[config.mk]
export PLATFORM = sky130hd
export DESIGN_NAME = uart_tx
export DESIGN_NICKNAME = d
export VERILOG_FILES = /design/src/rtl/uart_pkg.sv /design/src/rtl/baud_counter.sv /design/src/rtl/uart_tx.sv
export SDC_FILE = /design/constraint.sdc
export NUM_CORES = 1
export LEC_CHECK = 0
export CORE_MARGIN = 2
export CORE_UTILIZATION = 40
export DETAILED_ROUTE_END_ITERATION = 10
export PLACE_DENSITY = 0.6
export SLEW_MARGIN = 30
export SYNTH_ARGS = -nofsm -noshare
export SYNTH_HDL_FRONTEND = slang
export SYNTH_SLANG_ARGS = --single-unit
[constraint.sdc]
create_clock -name clk -period 5 [get_ports clk]
set_input_delay 0.75 -clock clk [delete_from_list [all_inputs] [get_ports clk]]
set_output_delay 0.75 -clock clk [all_outputs]
set_load 0.03 [all_outputs]
[src/rtl/uart_pkg.sv]
// Shared definitions for the UART transmit path: FSM encoding and frame geometry.
package uart_pkg;

   // Transmit FSM states, one per segment of an 8N1 frame.
   typedef enum logic [1:0] {
      IDLE  = 2'd0,
      START = 2'd1,
      DATA  = 2'd2,
      STOP  = 2'd3
   } tx_state_e;

   localparam int DATA_BITS  = 8;
   localparam int FRAME_BITS = 10;
   localparam int IDX_W      = $clog2(DATA_BITS);

endpackage

[src/rtl/baud_counter.sv]
// Bit-period timer: counts 0..DIV-1 while enabled and flags the last cycle of each bit.
module baud_counter #(
   parameter int DIV = 10
) (
   input  logic clk,
   input  logic reset,
   input  logic restart,
   input  logic enable,
   output logic bit_end
);

   localparam int CNT_W = (DIV > 2) ? $clog2(DIV) : 1;
   localparam logic [CNT_W-1:0] LAST = CNT_W'(DIV - 1);

   logic [CNT_W-1:0] cnt_q;
   logic [CNT_W-1:0] cnt_d;

   assign bit_end = enable && (cnt_q == LAST);

   // Next count: restart wins, wrap on the bit end, otherwise advance while enabled.
   always_comb begin
      cnt_d = cnt_q;
      if (restart) begin
         cnt_d = '0;
      end else if (enable) begin
         cnt_d = (cnt_q == LAST) ? '0 : cnt_q + 1'b1;
      end
   end

   // Count register.
   // NOTE: sequential state uses non-blocking assignments so every flop samples pre-edge values.
   always_ff @(posedge clk or negedge reset) begin
      if (!reset) begin
         cnt_q <= '0;
      end else begin
         cnt_q <= cnt_d;
      end
   end

endmodule

[src/rtl/uart_tx.sv]
// 8N1 serial transmitter: accepts a byte in IDLE and shifts it out LSB first.
module uart_tx
   import uart_pkg::*;
#(
   parameter int CLK_FREQ = 100_000_000,
   parameter int BAUD     = 9600
) (
   input  logic       clk,
   input  logic       reset,
   input  logic       start,
   input  logic [7:0] tx_data,
   output logic       tx,
   output logic       tx_busy,
   output logic       tx_done
);

   localparam int DIV = CLK_FREQ / BAUD;
   localparam logic [IDX_W-1:0] LAST_IDX = IDX_W'(DATA_BITS - 1);

   tx_state_e            state_q, state_d;
   logic [DATA_BITS-1:0] shift_q, shift_d;
   logic [IDX_W-1:0]     idx_q, idx_d;
   logic                 tx_q, tx_d;
   logic                 busy_q, busy_d;
   logic                 done_q, done_d;
   logic                 bit_end;

   // The timer is held at zero in IDLE so each frame's phase starts at the accept edge.
   baud_counter #(.DIV(DIV)) u_baud (
      .clk     (clk),
      .reset   (reset),
      .restart (state_q == IDLE),
      .enable  (state_q != IDLE),
      .bit_end (bit_end)
   );

   // Next-state and output decode for the frame sequencer.
   // NOTE: every signal gets a default first so no path leaves it unassigned and infers a latch.
   always_comb begin
      state_d = state_q;
      shift_d = shift_q;
      idx_d   = idx_q;
      tx_d    = tx_q;
      busy_d  = busy_q;
      done_d  = 1'b0;
      case (state_q)
         IDLE: begin
            tx_d = 1'b1;
            if (start) begin
               state_d = START;
               tx_d    = 1'b0;
               shift_d = tx_data;
               idx_d   = '0;
               busy_d  = 1'b1;
            end
         end
         START: begin
            if (bit_end) begin
               state_d = DATA;
               tx_d    = shift_q[0];
            end
         end
         DATA: begin
            if (bit_end) begin
               if (idx_q == LAST_IDX) begin
                  state_d = STOP;
                  tx_d    = 1'b1;
               end else begin
                  shift_d = shift_q >> 1;
                  idx_d   = idx_q + 1'b1;
                  tx_d    = shift_q[1];
               end
            end
         end
         STOP: begin
            if (bit_end) begin
               state_d = IDLE;
               busy_d  = 1'b0;
               done_d  = 1'b1;
            end
         end
         default: state_d = IDLE;
      endcase
   end

   // Frame state registers; reset aborts any frame in flight without a done pulse.
   // NOTE: the shift register is reset too, so a restarted link never exposes a stale byte.
   always_ff @(posedge clk or negedge reset) begin
      if (!reset) begin
         state_q <= IDLE;
         shift_q <= '0;
         idx_q   <= '0;
         tx_q    <= 1'b1;
         busy_q  <= 1'b0;
         done_q  <= 1'b0;
      end else begin
         state_q <= state_d;
         shift_q <= shift_d;
         idx_q   <= idx_d;
         tx_q    <= tx_d;
         busy_q  <= busy_d;
         done_q  <= done_d;
      end
   end

   assign tx      = tx_q;
   assign tx_busy = busy_q;
   assign tx_done = done_q;

endmodule

==> results.toml <==
[run_status]
outcome = "finished clean"

[critical_path]
crit_buf_inv = 1
cp_slowest_cell = "clkdlybuf4s50_1"
cp_cell_sequence = "clkdlybuf4s50_1"
critical_path.max_stage_delay_ps = 660
end_kind = "output pin"
cp_max_fo = 2
start_kind = "flip-flop"
arrival_ps = 1450
worstPathRequired_ps = 4250
critPathKind = "reg -> out"
crit_family = "buffers and inverters"

[global_routing]
grt_usage_pct = 15.2
grt-ovfl-total = 0
antenna_found_initial = 0
grt_max_degree = 31
grt_pass1_vias = 1110
grt_pass1_wl_um = 5060

[clocking]
cts.reportedPaths.clkPinSlew_ps = 60
post_cts_resized = 0
clock-sinks = 30
hold_buffers = 0
h-tree-depth = 2
cts_tree = "built"
root_buffer = "clkbuf_8"
clk_latency_ps = 270
cts_made_buffers = 5
postCtsSetupRepairBufs = 0
cts_max_path_buffers = 2

[floorplan]
core_sq_mm = 0.00397
io_pins = 14
initial_utilization_pct = 41.3
die_area_sq_mm = 0.00463
rows = 23
chipHeight_um = 68.1
die_x_um = 68.1

[routing]
viasPerCell = 5.08
via_count = 1118
drtAntennaViolNets = 0
drcViolationCount = 0
initialDrtViolationCount = 36
wl_um = 2940
dr.pass1.iters = 4
wl_per_cell_um = 13.4

[final_layout]
fin_nets = 188
fillers = 366
final_area_sq_mm = 0.00192
final_cell_mix = "dfrtp_1, nor2_1, clkdlybuf4s50_1"
final_common_cell = "dfrtp_1"
drive_gt1_share_pct = 17.1
areaGrowthSynthToFinish_pct = 17.0
utilization_pct = 48.4
antenna_cells = 0

[synthesis]
syn_inst = 151
synth_seq_area_share_pct = 45.8
avgSynthCellArea_sq_um = 10.9
syn_area_sq_mm = 0.00164
yosysUniqueCellTypes = 35
ys_async_sr_fraction_pct = 100
synth_seq_cells = 30
syn_nets = 170
synth_top_cell_area_share_pct = 44.2
synth_area_leaders = "dfrtp_1, mux2_4, ha_1"
yosys.area.top_type = "dfrtp_1"
synth-edff-count = 0
yosysWarnings = 0
synthFlopType = "dfrtp_1"

[power_and_ir_drop]
pwr-share-comb_pct = 3.6
pwr-share-clk_pct = 42.9
p_leak_nw = 0.851
max-vdd-ir-drop_uv = 123
seqPwrFrac_pct = 53.5
p_sw_w = 0.0000912
swShare_pct = 20.1
pwr_density_cell_mw_per_mm2 = 237
internal_power_w = 0.000363

[timing]
setup-tns-final_ps = 0
slew_headroom_pct = 65.7
rsz0062_at_grt = "false"
fin_skew_ps = 2.99
maxSlewViolCount = 0
fin_crit_ps = 2200
clock.fmax_mhz = 454
period_share_pct = 44.0
setup_viol = 0
tightestPinTransition_ps = 514
finalHoldViolCount = 0

[min_path]
holdCritPathClass = "reg -> reg"

[flow_run]
maxCapViolCount = 0

[place]
dp_hpwl_um = 2130
gp_congestion = 0.755
port_buffers = 13
post_dp_cell_area_sq_mm = 0.00183
-- tightest hold or removal path, cell delays in order (launching register included) --
cell     delay [ps]
dfstp_2         370
inv_1            40
mux2i_1          60
-- stage by stage --
stage	hold slack [ps]	worst slack (ps)	total power (W)	instances
after floorplan	454	3090	0.000250	151
after global placement	459	2790	0.000264	212
after detailed placement	464	2740	0.000264	212
after CTS	473	2780	0.000463	220
after global routing	505	2720	0.000482	220
final	468	2800	0.000454	220
-- layer usage --
metal,wire length (um),vias up,GRT usage [%]
met5,0,-,0
met2,1480,13,25.7
met4,34,0,5.25
li1,-,558,-
met3,70,4,4.93
met1,1360,543,18.1
-- state kept, by name, summed over array words and instances (netlist names) --
signal,count
state_q,2
idx_q,3
tx_busy,1
tx,1
u_baud.cnt_q,14
tx_done,1
shift_q,8
-- area by class of cell --
| type | count | area (sq um) | area share [%] |
|---|---|---|---|
| Timing Repair Buffer | 14 | 138 | 7.17 |
| Multi-Input combinational cell | 107 | 836 | 43.5 |
| Tap cell | 50 | 62.6 | 3.26 |
| Clock inverter | 1 | 5.00 | 0.261 |
| Sequential cell | 30 | 752 | 39.2 |
| Clock buffer | 7 | 86.3 | 4.50 |
| Inverter | 11 | 41.3 | 2.15 |
-- power by group through the flow --
stage | registers [W] | logic (W) | clock network [W]
after floorplan | 0.000247 | 0.00000301 | 0
after global placement | 0.000247 | 0.0000165 | 0
after detailed placement | 0.000247 | 0.0000170 | 0
after CTS | 0.000243 | 0.0000171 | 0.000203
after global routing | 0.000242 | 0.0000183 | 0.000221
final | 0.000243 | 0.0000164 | 0.000195
-- worst paths after layout --
| check | startpoint | endpoint | slack (ps) | cells past startpoint |
|---|---|---|---|---|
| max in group asynchronous | reset | tx$_DFFE_PN1P_ | 3830 | 2 |
| min in group asynchronous | reset | state_q[0]$_DFFE_PN0P_ | 860 | 2 |
| max | tx$_DFFE_PN1P_ | tx | 2800 | 1 |
| min reg2reg | tx$_DFFE_PN1P_ | tx$_DFFE_PN1P_ | 470 | 2 |
| min | tx$_DFFE_PN1P_ | tx$_DFFE_PN1P_ | 470 | 2 |
| max reg2reg | state_q[0]$_DFFE_PN0P_ | shift_q[1]$_DFFE_PN0P_ | 2860 | 6 |
-- synth_stat cells (3+ instances only) --
| library cell | instances |
|---|---|
| a31oi_1 | 3 |
| o21ai_1 | 4 |
| ha_1 | 8 |
| nand3_1 | 5 |
| inv_1 | 11 |
| nor4_1 | 4 |
| nor2_1 | 16 |
| dfrtp_1 | 29 |
| xnor2_1 | 11 |
| mux2_4 | 7 |
| mux2_2 | 8 |
| nand2_1 | 12 |
| nor3_1 | 5 |
-- cells by family after synthesis --
logic type      Yosys count  synth area share [%]
mux                      16                  12.5
simple gates             58                  20.7
fa+ha+maj                 8                  6.10
compound gates           13                  5.26
flops                    30                  45.8
buf+inv                  14                  3.28
xor+xnor                 12                  6.40
Note: power is estimated with default switching activity, not from simulation.
